==> src/rtl/tim_apb_arb_if.sv <==
// tim_apb_arb_if -- bus bundle for the timer APB arbiter.
//
// Carries both upstream APB3 requester ports (m0_*, m1_*) and the downstream
// APB2 timer slave port (s_*). Signal names match the arbiter's port list.
//
// Modports:
//   slave  : the arbiter's view. It samples the requesters and s_prdata, and
//            drives the requester responses and the timer slave bus.
//   master : the environment's view. It drives the requesters and the timer
//            read data, and observes everything else.
//
// Handshake: a requester raises psel with paddr/pwrite/pwdata stable and keeps
// them until it sees pready=1 on a rising pclk edge; pready is a one-cycle
// pulse and prdata is valid only in that cycle. The timer slave has no ready:
// each transfer is one SETUP cycle (psel=1, penable=0) followed by one ACCESS
// cycle (psel=1, penable=1), and s_prdata is taken in the ACCESS cycle.
interface tim_apb_arb_if #(
  parameter int ADDR_W = 8,
  parameter int DATA_W = 32
);
  logic              m0_psel;
  logic              m0_penable;
  logic [ADDR_W-1:0] m0_paddr;
  logic              m0_pwrite;
  logic [DATA_W-1:0] m0_pwdata;
  logic [DATA_W-1:0] m0_prdata;
  logic              m0_pready;

  logic              m1_psel;
  logic              m1_penable;
  logic [ADDR_W-1:0] m1_paddr;
  logic              m1_pwrite;
  logic [DATA_W-1:0] m1_pwdata;
  logic [DATA_W-1:0] m1_prdata;
  logic              m1_pready;

  logic              s_psel;
  logic              s_penable;
  logic [ADDR_W-1:0] s_paddr;
  logic              s_pwrite;
  logic [DATA_W-1:0] s_pwdata;
  logic [DATA_W-1:0] s_prdata;

  modport slave (
    input  m0_psel, m0_penable, m0_paddr, m0_pwrite, m0_pwdata,
    output m0_prdata, m0_pready,
    input  m1_psel, m1_penable, m1_paddr, m1_pwrite, m1_pwdata,
    output m1_prdata, m1_pready,
    output s_psel, s_penable, s_paddr, s_pwrite, s_pwdata,
    input  s_prdata
  );

  modport master (
    output m0_psel, m0_penable, m0_paddr, m0_pwrite, m0_pwdata,
    input  m0_prdata, m0_pready,
    output m1_psel, m1_penable, m1_paddr, m1_pwrite, m1_pwdata,
    input  m1_prdata, m1_pready,
    input  s_psel, s_penable, s_paddr, s_pwrite, s_pwdata,
    output s_prdata
  );
endinterface

==> src/rtl/tim_apb_arb.sv <==
// tim_apb_arb -- two-requester APB arbiter in front of the timer APB slave.
//
// m0 (CPU APB bridge) and m1 (ETB / auto-reload sequencer) share the timer's
// single APB2 slave port. One downstream transfer takes three cycles:
// IDLE (arbitrate) -> SETUP -> ACCESS -> IDLE. Transfers are never split or
// interleaved; the grant is frozen from SETUP through ACCESS.
//
// Build option (macro TIM_APB_ARB_FIXED_PRIO_EN):
//   undefined : round-robin; on contention the master not served last wins,
//               the first contested grant after reset goes to m0.
//   defined   : fixed priority; m0 always wins, m1 is served only when
//               m0_psel is low in IDLE. The round-robin history is not built.
//
// Ports:
//   pclk        APB clock
//   presetn     asynchronous active-low reset
//   bus         tim_apb_arb_if.slave: m0_*/m1_* requesters, s_* timer slave
//   dbg_state   FSM state (0 IDLE, 1 SETUP, 2 ACCESS)
//   dbg_grant   current grant register (0 = m0, 1 = m1)
//   dbg_penable granted requester's penable during ACCESS (protocol checker hook)
module tim_apb_arb #(
  parameter int ADDR_W = 8,
  parameter int DATA_W = 32
) (
  input  logic          pclk,
  input  logic          presetn,
  tim_apb_arb_if.slave  bus,
  output logic [1:0]    dbg_state,
  output logic          dbg_grant,
  output logic          dbg_penable
);

  localparam logic [1:0] IDLE   = 2'd0;
  localparam logic [1:0] SETUP  = 2'd1;
  localparam logic [1:0] ACCESS = 2'd2;

  logic [1:0]        state;
  logic [1:0]        state_nxt;
  logic              grant;
  logic              win;
  logic              any_req;
  logic [ADDR_W-1:0] sel_addr;
  logic [DATA_W-1:0] sel_wdata;
  logic              sel_write;
  logic              busy;

  assign any_req = bus.m0_psel | bus.m1_psel;

`ifdef TIM_APB_ARB_FIXED_PRIO_EN
  // m0 wins whenever it asks.
  assign win = ~bus.m0_psel;
`else
  // last = master completed most recently; resets to m1 so that the first
  // contested grant goes to m0.
  logic last;
  assign win = (bus.m0_psel & bus.m1_psel) ? ~last : bus.m1_psel;
`endif

  always_comb begin
    state_nxt = state;
    case (state)
      IDLE:    state_nxt = any_req ? SETUP : IDLE;
      SETUP:   state_nxt = ACCESS;
      ACCESS:  state_nxt = IDLE;
      default: state_nxt = IDLE;
    endcase
  end

  always_ff @(posedge pclk or negedge presetn) begin
    if (!presetn) begin
      state <= IDLE;
      grant <= 1'b0;
    end else begin
      state <= state_nxt;
      // Requests are only looked at in IDLE; anything arriving later waits.
      if (state == IDLE && any_req) grant <= win;
    end
  end

`ifndef TIM_APB_ARB_FIXED_PRIO_EN
  always_ff @(posedge pclk or negedge presetn) begin
    if (!presetn)              last <= 1'b1;
    else if (state == ACCESS)  last <= grant;
  end
`endif

  assign busy = (state == SETUP) || (state == ACCESS);

  // Granted master's request fields; forced to zero when idle so the slave
  // bus does not follow requester activity between transfers.
  always_comb begin
    sel_addr  = '0;
    sel_wdata = '0;
    sel_write = 1'b0;
    if (busy) begin
      sel_addr  = grant ? bus.m1_paddr  : bus.m0_paddr;
      sel_wdata = grant ? bus.m1_pwdata : bus.m0_pwdata;
      sel_write = grant ? bus.m1_pwrite : bus.m0_pwrite;
    end
  end

  always_comb begin
    bus.s_psel    = busy;
    bus.s_penable = (state == ACCESS);
    bus.s_paddr   = sel_addr;
    bus.s_pwdata  = sel_wdata;
    bus.s_pwrite  = sel_write;

    bus.m0_pready = 1'b0;
    bus.m1_pready = 1'b0;
    bus.m0_prdata = '0;
    bus.m1_prdata = '0;
    // Completion is a single-cycle pulse; read data passes straight through
    // from the timer since APB2 data is valid in the ACCESS cycle.
    if (state == ACCESS) begin
      if (grant) begin
        bus.m1_pready = 1'b1;
        bus.m1_prdata = bus.s_prdata;
      end else begin
        bus.m0_pready = 1'b1;
        bus.m0_prdata = bus.s_prdata;
      end
    end
  end

  assign dbg_state   = state;
  assign dbg_grant   = grant;
  assign dbg_penable = (state == ACCESS) && (grant ? bus.m1_penable : bus.m0_penable);

endmodule

==> src/flat_wrapper.sv <==
// flat-port wrapper written by rule: the top's interface ports become plain ports
module tim_apb_arb_flat 
#(
  parameter int ADDR_W = 8,
  parameter int DATA_W = 32
)
  (pclk, presetn, dbg_state, dbg_grant, dbg_penable, bus_m0_psel, bus_m0_penable, bus_m0_paddr, bus_m0_pwrite, bus_m0_pwdata, bus_m0_prdata, bus_m0_pready, bus_m1_psel, bus_m1_penable, bus_m1_paddr, bus_m1_pwrite, bus_m1_pwdata, bus_m1_prdata, bus_m1_pready, bus_s_psel, bus_s_penable, bus_s_paddr, bus_s_pwrite, bus_s_pwdata, bus_s_prdata);
  tim_apb_arb_if #(.ADDR_W(ADDR_W), .DATA_W(DATA_W)) bus_i ();
  input  logic pclk;
  input  logic presetn;
  output logic [1:0] dbg_state;
  output logic dbg_grant;
  output logic dbg_penable;
  input wire logic [$bits(bus_i.m0_psel)-1:0] bus_m0_psel;
  input wire logic [$bits(bus_i.m0_penable)-1:0] bus_m0_penable;
  input wire logic [$bits(bus_i.m0_paddr)-1:0] bus_m0_paddr;
  input wire logic [$bits(bus_i.m0_pwrite)-1:0] bus_m0_pwrite;
  input wire logic [$bits(bus_i.m0_pwdata)-1:0] bus_m0_pwdata;
  output wire logic [$bits(bus_i.m0_prdata)-1:0] bus_m0_prdata;
  output wire logic [$bits(bus_i.m0_pready)-1:0] bus_m0_pready;
  input wire logic [$bits(bus_i.m1_psel)-1:0] bus_m1_psel;
  input wire logic [$bits(bus_i.m1_penable)-1:0] bus_m1_penable;
  input wire logic [$bits(bus_i.m1_paddr)-1:0] bus_m1_paddr;
  input wire logic [$bits(bus_i.m1_pwrite)-1:0] bus_m1_pwrite;
  input wire logic [$bits(bus_i.m1_pwdata)-1:0] bus_m1_pwdata;
  output wire logic [$bits(bus_i.m1_prdata)-1:0] bus_m1_prdata;
  output wire logic [$bits(bus_i.m1_pready)-1:0] bus_m1_pready;
  output wire logic [$bits(bus_i.s_psel)-1:0] bus_s_psel;
  output wire logic [$bits(bus_i.s_penable)-1:0] bus_s_penable;
  output wire logic [$bits(bus_i.s_paddr)-1:0] bus_s_paddr;
  output wire logic [$bits(bus_i.s_pwrite)-1:0] bus_s_pwrite;
  output wire logic [$bits(bus_i.s_pwdata)-1:0] bus_s_pwdata;
  input wire logic [$bits(bus_i.s_prdata)-1:0] bus_s_prdata;
  assign bus_i.m0_psel = bus_m0_psel;
  assign bus_i.m0_penable = bus_m0_penable;
  assign bus_i.m0_paddr = bus_m0_paddr;
  assign bus_i.m0_pwrite = bus_m0_pwrite;
  assign bus_i.m0_pwdata = bus_m0_pwdata;
  assign bus_m0_prdata = bus_i.m0_prdata;
  assign bus_m0_pready = bus_i.m0_pready;
  assign bus_i.m1_psel = bus_m1_psel;
  assign bus_i.m1_penable = bus_m1_penable;
  assign bus_i.m1_paddr = bus_m1_paddr;
  assign bus_i.m1_pwrite = bus_m1_pwrite;
  assign bus_i.m1_pwdata = bus_m1_pwdata;
  assign bus_m1_prdata = bus_i.m1_prdata;
  assign bus_m1_pready = bus_i.m1_pready;
  assign bus_s_psel = bus_i.s_psel;
  assign bus_s_penable = bus_i.s_penable;
  assign bus_s_paddr = bus_i.s_paddr;
  assign bus_s_pwrite = bus_i.s_pwrite;
  assign bus_s_pwdata = bus_i.s_pwdata;
  assign bus_i.s_prdata = bus_s_prdata;
  tim_apb_arb #(.ADDR_W(ADDR_W), .DATA_W(DATA_W)) u_core (.pclk(pclk), .presetn(presetn), .bus(bus_i), .dbg_state(dbg_state), .dbg_grant(dbg_grant), .dbg_penable(dbg_penable));
endmodule
==> config.mk <==
export PLATFORM = sky130hd
export DESIGN_NAME = tim_apb_arb_flat
export DESIGN_NICKNAME = d
export VERILOG_FILES = /design/src/rtl/tim_apb_arb_if.sv /design/src/rtl/tim_apb_arb.sv /design/src/flat_wrapper.sv
export SDC_FILE = /design/constraint.sdc
export NUM_CORES = 1
export LEC_CHECK = 0
export BUFFER_PORTS_ARGS = -buffer_cell sky130_fd_sc_hd__buf_2
export CAP_MARGIN = 0
export CORE_AREA = 2 2 89 91
export DETAILED_ROUTE_END_ITERATION = 8
export DIE_AREA = 0 0 91 93
export SLEW_MARGIN = 30
export SYNTH_ARGS = -nofsm -noshare
export SYNTH_HDL_FRONTEND = slang
export SYNTH_SLANG_ARGS = --single-unit
==> constraint.sdc <==
create_clock -name pclk -period 1.6 [get_ports pclk]
set_input_delay 0.16 -clock pclk [delete_from_list [all_inputs] [get_ports pclk]]
set_output_delay 0.16 -clock pclk [all_outputs]
set_load 0.05 [all_outputs]
# Yosys cells after proc, flatten, opt, wreduce, memory -nomap -nowiden

Cells that the tools add are included.

Bits in registers: 4
Bits of input ports: 120
Word-level logic and storage cells: 30

Equality and inequality tests: 2
Muxes and demuxes: 18
Bitwise logic cells: 3
Reductions and logical operators: 4

Operator list:

| kind                                                 | count |
|---|---|
| two-way mux 32 bit                                   | 6 |
| two-way mux 8 bit                                    | 2 |
| two-way mux 1 bit                                    | 9 |
| one-hot mux 2 bit (2 select lines)                   | 1 |
| equality test 2 x 1 -> 1 bit (second input constant) | 1 |
| equality test 2 bit (second input constant)          | 1 |
| logical AND 1 bit                                    | 2 |
| zero test 2 bit                                      | 1 |
| AND 1 bit                                            | 1 |
| logical OR 1 bit                                     | 1 |
| inverter 1 bit                                       | 1 |
| bitwise OR 1 bit                                     | 1 |

# Longest topological paths before layout

Gate-level depths: netlist (run 1).

Depth in word-level cells: 3
Mapped depth: 5
Mapped depth without buffers: 4

# Least setup slack after synthesis (run 1)

Ideal clock, no wire load.

Path kind: register to output
Start: reg u_core.state[0], in the netlist u_core.dbg_state[0]
End: out bus_s_paddr[0]
Arrival: 2,415 ps
Data required time: 1,440 ps
Setup slack: -975 ps
Cell stages (with the launch flop): 5
Buffers on the path: 1
Path through: dfrtp_1 inv_1 ha_1 clkbuf_1 nor2b_1

Cells in the longest elaborated chain, start to end: 3
Elaborated cells on any way between the ends: 4
Those cells by class: eq/ne (2); mux (1); reduce/logical (1)

RTL lines:

| element                                                                    | RTL line           | RTL |
|---|---|---|
| start: declaration                                                         | tim_apb_arb.sv:37  | `logic [1:0] state;` |
| start signal: assignment                                                   | tim_apb_arb.sv:74  | `state <= state_nxt;` |
| equality test 2 x 1 -> 1 bit / equality test 2 bit (equally long branches) | tim_apb_arb.sv:87  | `assign busy = (state == SETUP) \|\| (state == ACCESS);` |
| logical OR 1 bit *                                                         | tim_apb_arb.sv:87  |  |
| net bus_s_psel                                                             | flat_wrapper.sv:28 | `output wire logic [$bits(bus_i.s_psel)-1:0] bus_s_psel;` |
| two-way mux 8 bit *                                                        | tim_apb_arb.sv:95  | `if (busy) begin` |
| end: declaration                                                           | flat_wrapper.sv:30 | `output wire logic [$bits(bus_i.s_paddr)-1:0] bus_s_paddr;` |

Mark *: on every way through the listed nets, which the timed path passes. The rest lies on a longest branch.

# Final worst setup path (run 1)

Start: reg u_core.state[0], in the netlist u_core.dbg_state[0]
End: out bus_m0_prdata[14]

Cells in the longest elaborated chain, start to end: 2

RTL lines:

| element             | RTL line           | RTL |
|---|---|---|
| equality test 2 bit | tim_apb_arb.sv:115 | `if (state == ACCESS) begin` |
| two-way mux 32 bit  | tim_apb_arb.sv:115 |  |
| end: declaration    | flat_wrapper.sv:19 | `output wire logic [$bits(bus_i.m0_prdata)-1:0] bus_m0_prdata;` |

No other way between the ends.

==> results of run 1 <==
==> metal layers <==
| metal | global-route usage | up-vias | share of wire |
|---|---|---|---|
| li1 | - | 1141 | - |
| met1 | 0.191 | 1134 | 0.34 |
| met4 | 0.0328 | 0 | 0.015 |
| met3 | 0.0564 | 14 | 0.084 |
| met5 | 0 | - | 0 |
| met2 | 0.394 | 152 | 0.56 |
==> flip-flops by register name, summed over array words and instances (netlist names) <==
| register | cells |
|---|---|
| u_core.dbg_grant | 1 |
| u_core.dbg_state | 2 |
| u_core.last | 1 |
==> what timing repair did <==
action                                  CTS  global route
pin swaps                                 0             1
cloned                                    5            11
endpoints found under the setup margin  107           109
hold buffers                              1             0
buffers inserted                          6             3
endpoints found under the hold margin     4             0
resized for setup                       342            33
==> cells in the final DEF (no fill, tap or decap), types with 7 or more instances in the layout <==
| master | netlist | routed |
|---|---|---|
| buf_2 | 1 | 122 |
| buf_8 | 0 | 63 |
| buf_6 | 7 | 55 |
| nor2b_4 | 1 | 43 |
| and3_4 | 0 | 31 |
| and2_4 | 0 | 30 |
| mux2i_4 | 0 | 25 |
| mux2i_2 | 0 | 16 |
| buf_12 | 4 | 8 |
| clkbuf_16 | 0 | 7 |
==> per-stage QoR <==
step / std cells / cell area (um^2) / worst slack (ns) / utilization / hold slack, ns
5_1_grt: 540 / 5170 / -0.172 / 0.687 / 0.192
3_5_place_dp: 510 / 3300 / 0.0402 / 0.438 / -0.0308
6_report: 541 / 5170 / -0.116 / 0.688 / 0.181
3_3_place_gp: 510 / 3300 / 0.0751 / 0.438 / -0.0314
2_1_floorplan: 185 / 2080 / -0.115 / - / -0.136
4_1_cts: 526 / 4830 / -0.0983 / 0.641 / 0.178
==> final timing paths <==
| check | from | endpoint |
|---|---|---|
| hold reg to reg | u_core.last | u_core.dbg_grant |
| setup / recovery | u_core.dbg_state[0] | bus_m0_prdata[14] |
| hold / removal | bus_m1_psel | u_core.dbg_state[0] |
| max in group asynchronous | presetn | u_core.last |
| setup reg to reg | u_core.dbg_grant | u_core.last |
| min in group asynchronous | presetn | u_core.dbg_grant |
==> critical path, delay by kind of cell (launching register included) <==
| family | cells | cell delay, ns |
|---|---|---|
| buffers and inverters | 3 | 0.41 |
| flip-flops | 1 | 0.41 |
| adder cells (fa/ha/maj) | 1 | 0.13 |
| AND/OR/NAND/NOR | 2 | 0.38 |
==> power by group through the flow <==
stage / Clock (uW) / Combinational (uW) / Sequential (uW)
floorplan: 0 / 7350 / 349
global route: 237 / 13300 / 247
global placement: 0 / 8620 / 291
detailed placement: 0 / 8640 / 290
finish: 221 / 12900 / 239
CTS: 226 / 11800 / 242
==> kinds of logic after synthesis <==
logic type               count (synthesis)  synth area share
adder cells (fa/ha/maj)                  4            0.0336
multiplexers                            43             0.290
buffers and inverters                   21             0.133
AND/OR/NAND/NOR                        111             0.464
AO/OA/AOI/OAI                            2            0.0118
flip-flops                               4            0.0680
==> Yosys cell counts <==
library cell | number | area (um^2)
nand2_1 | 3 | 11.3
buf_12 | 4 | 80.1
buf_2 | 1 | 5.00
dfstp_2 | 1 | 26.3
nor2_1 | 1 | 3.75
inv_1 | 2 | 7.51
clkbuf_1 | 7 | 26.3
a32o_1 | 1 | 10.0
buf_6 | 7 | 78.8
nor2b_1 | 42 | 263
and2_1 | 32 | 200
ha_1 | 4 | 50.1
mux2i_1 | 42 | 420
o21a_1 | 1 | 7.51
mux2_2 | 1 | 11.3
dfrtp_1 | 3 | 75.1
and3_1 | 32 | 200
nor2b_4 | 1 | 13.8
==> layout make-up <==
cell class,count,share of cell area
Antenna cell,1,0.000484
Inverter,2,0.00193
Tap cell,102,0.0247
Multi-Input combinational cell,160,0.415
Clock buffer,4,0.00870
Timing Repair Buffer,268,0.529
Sequential cell,4,0.0208
==> run metrics, run 1 <==
# Max-Cap Violations=0; DIE WIDTH=91 um; status=finished, violations left; CTS tree=yes; Critical Path End Type=primary output; switching portion of total power=0.501; arrival time worst endpoint=1.56 ns; Clk pwr share=0.017; failing checks=setup timing; Static Leak=0.00242 uW; worst min-delay path class=in2reg; RSZ-0062 raised after global routing=true; FILL cells=510; routed vias=2441; Avg WL per Cell=17.4 um; internal cell power=6660 uW; Critical Path RT=1.44 ns; row cnt=32; clk sinks=4; Setup TNS=-7.06 ns; vias in the first global route=2542; period utilization=1.07; total core area=7530 um^2; Post-Syn Area=1490 um^2; Initial DRT Pass Iterations=4; area of the multi-input gates=2150 um^2; Seq/Total Area, Yosys=0.0680; FF-to-FF setup slack=0.31 ns; syn avg cell area=8.06 um^2; largest net degree at the start of global routing=35; Yosys warnings=0; RePlAce Congestion=0.718; crit path kind=reg2out; Total Power=13400 uW; maximum buffer depth of the clock tree=2; nets@finish=563; max-slew violation count=0; Routed Wire Length=9440 um; Overall Global Routing Usage=0.192; Setup WS post-layout=-0.116 ns; first-pass GRT wire length=13200 um; CP cell instances=inv_4 > ha_4 > nor2b_4 > buf_12 > and2_4 > buf_8; relative max-transition margin=0.837; Period minus WS final=1.72 ns; max incr delay on CP=0.41 ns; Ports=233; drt drc=0; net count after synthesis=309; final hold vios=0; Skew-Pair Late Insertion Delay=0.22 ns; Hold Path Cell Cnt=2; initial antenna violation count=1; Antenna Violating Nets Remaining=0; Critical-path top delay cell=dfrtp_2; FF-to-FF path depth=4; hpwl dp=5210 um; post-synthesis cell type count=18; Reg power frac=0.018; Logic pwr share=0.966; Die Area=8460 um^2; Synth-to-Final Area Change=247%; drt via density=4.51; DR iter-0 viols=30; clk_skew=0.00493 ns; die span in y=93 um; register clock-pin slew on the reported worst setup and hold paths=0.03 ns; crit path max fanout=16; f_max=583 MHz; Buffers on Ports=232; share of post-route cells with drive strength above 1=0.977; grt ovf=0; Initial Util=0.198; Critical Path Source Type=flop; power per cell area=2580 nW/um^2; CTS H-Tree Depth=1; Clk Tree Root Cell=clkbuf_8; worst slew pin tran=0.240 ns; number of CTS-inserted buffers=3; final setup fails=106; register area=108 um^2; Cells after Synth=185; maximum vdd drop=1.87 mV; Seq cells post-synth=4; Switch Pwr=6700 uW
Note: power is estimated with default switching activity, not from simulation.
==> run 2: changes to the inputs <==
==> constraint.sdc (replaced) <==
create_clock -name pclk -period 1.6 [get_ports pclk]
set_input_delay 0.32 -clock pclk [delete_from_list [all_inputs] [get_ports pclk]]
set_output_delay 0.32 -clock pclk [all_outputs]
set_load 0.05 [all_outputs]
==> run 2 against run 1 <==
Against the previous run:
- the flow still finishes with violations (setup timing)
- final cell count increased by 0.18%
- total power decreased by 3.4%
- first-iteration DRC count decreased by 20%
- critical endpoint is now bus_s_pwdata[21]
- largest power group unchanged
==> run metrics, run 2 (synthesized netlist as in run 1, its figures left out) <==
CP cell instances=buf_12 > clkbuf_16 > mux2i_4 > nor2b_4 > buf_8; period utilization=1.16; max reg flops=2; Skew-Pair Late Insertion Delay=0.22 ns; maximum buffer depth of the clock tree=2; maximum vdd drop=1.61 mV; most frequent cells in the layout=buf_2, buf_8, buf_6, nor2b_4, mux2i_2; Overall Global Routing Usage=0.153; Design Area, Final=4990 um^2; initial antenna violation count=0; drt drc=0; status=finished, violations left; Critical Path RT=1.28 ns; commonest non-fill, non-tap cell in the layout=buf_2; max incr delay on CP=0.50 ns; Critical Path Source Type=flop; crit-path leading delay family=flip-flops; Initial DRT Pass Iterations=4; relative max-transition margin=0.837; area of the multi-input gates=2020 um^2; crit path max fanout=7; CP Launch Point=u_core.dbg_grant; Crit path depth=5; met3 wire len=644 um; share of post-route cells with drive strength above 1=0.980; number of CTS-inserted buffers=3; RePlAce Congestion=0.668; register clock-pin slew on the reported worst setup and hold paths=0.03 ns; failing checks=setup timing; FF-to-FF path depth=4; power per cell area=2590 nW/um^2; Total Power=12900 uW; Worst R2R Start=u_core.dbg_grant; Die Area=8460 um^2; arrival time worst endpoint=1.53 ns; RSZ-0062 raised after global routing=true; smallest hold slack=0.340 ns; WL met2=4990 um; Reg2Reg Capture Point=u_core.last; Hold Path Cell Cnt=2; drt via density=4.39; Setup TNS=-21.86 ns; CP bufs+invs=3; routed length on met1=3380 um; Hold Crit Start=bus_m1_psel; vias in the first global route=2237; f_max=539 MHz; Setup WS post-layout=-0.254 ns; total core area=7530 um^2; final setup fails=110; DIE WIDTH=91 um; worst slew pin tran=0.240 ns; nets@finish=565; Buffers on Ports=232; worst min-delay path class=in2reg; grt ovf=0; Critical-path top delay cell=dfrtp_4; CTS H-Tree Depth=1; # Max-Cap Violations=0; Synth-to-Final Area Change=235%; crit path kind=reg2out; FF-to-FF setup slack=0.33 ns; Clk Tree Root Cell=clkbuf_8; first-pass GRT wire length=10800 um; largest net degree at the start of global routing=35; DR iter-0 viols=24; final hold vios=0; register area=108 um^2; row cnt=32; diode count=0; die span in y=93 um; Routed Wire Length=9050 um; FILL cells=536; highest metal used=met4; DP Area=3280 um^2; Antenna Violating Nets Remaining=0; clk_skew=0.00450 ns; hpwl dp=5170 um; Critical Path End Type=primary output; Avg WL per Cell=16.7 um; Ports=233; Initial Util=0.198; routed vias=2381; max-slew violation count=0; Period minus WS final=1.85 ns; Static Leak=0.00238 uW; hold endpoint=u_core.dbg_state[0]; CTS tree=yes; clk sinks=4
-- run 2: through the flow --
stage,util,std cells,setup slack [ns]
final,0.663,542,-0.254
after global routing,0.663,542,-0.299
after CTS,0.560,520,-0.230
after detailed placement,0.436,511,-0.105
after global placement,0.436,511,-0.0771
after floorplan,-,185,-0.275
-- run 2: worst max path at each step --
stage / slack [ns] / end
final: -0.25 / bus_s_pwdata[21]
after CTS: -0.23 / bus_s_pwdata[31]
after detailed placement: -0.11 / bus_m0_prdata[29]
after global routing: -0.30 / bus_m0_prdata[26]
after floorplan: -0.28 / bus_m0_prdata[21]
after global placement: -0.08 / bus_m0_prdata[29]
-- run 2: area by class of cell --
| class | count | area share |
|---|---|---|
| clock buffer | 4 | 0.00902 |
| inverter | 2 | 0.00201 |
| multi-input combinational | 160 | 0.404 |
| sequential | 4 | 0.0216 |
| tap | 102 | 0.0256 |
| timing repair buffer | 270 | 0.538 |
-- run 2: where the power goes --
part / switching (uW) / internal (uW) / total, uW / leakage [uW]
Combinational: 6450 / 5990 / 12400 / 0.00231
Sequential: 62.4 / 177 / 239 / 0.0000440
Clock: 54.1 / 170 / 224 / 0.0000228
-- run 2: worst reg2reg max path, cell delays in order (launching register included) --
cell and delay, ns:
dfrtp_4 0.50, buf_12 0.17, buf_6 0.14, buf_4 0.13, mux2_2 0.25
-- run 2: routing by layer --
layer	vias up	track usage
met4	0	0.0202
met2	129	0.307
li1	1133	-
met1	1115	0.162
met3	4	0.0387
met5	-	0
-- run 2: repair_timing --
item	4_1_cts	5_1_grt
gates cloned	1	13
hold buffers	1	0
gates resized for setup	259	106
setup buffers	3	9
endpoints found under the hold margin	3	0
setup endpoints to repair	110	110
pin swaps	1	0
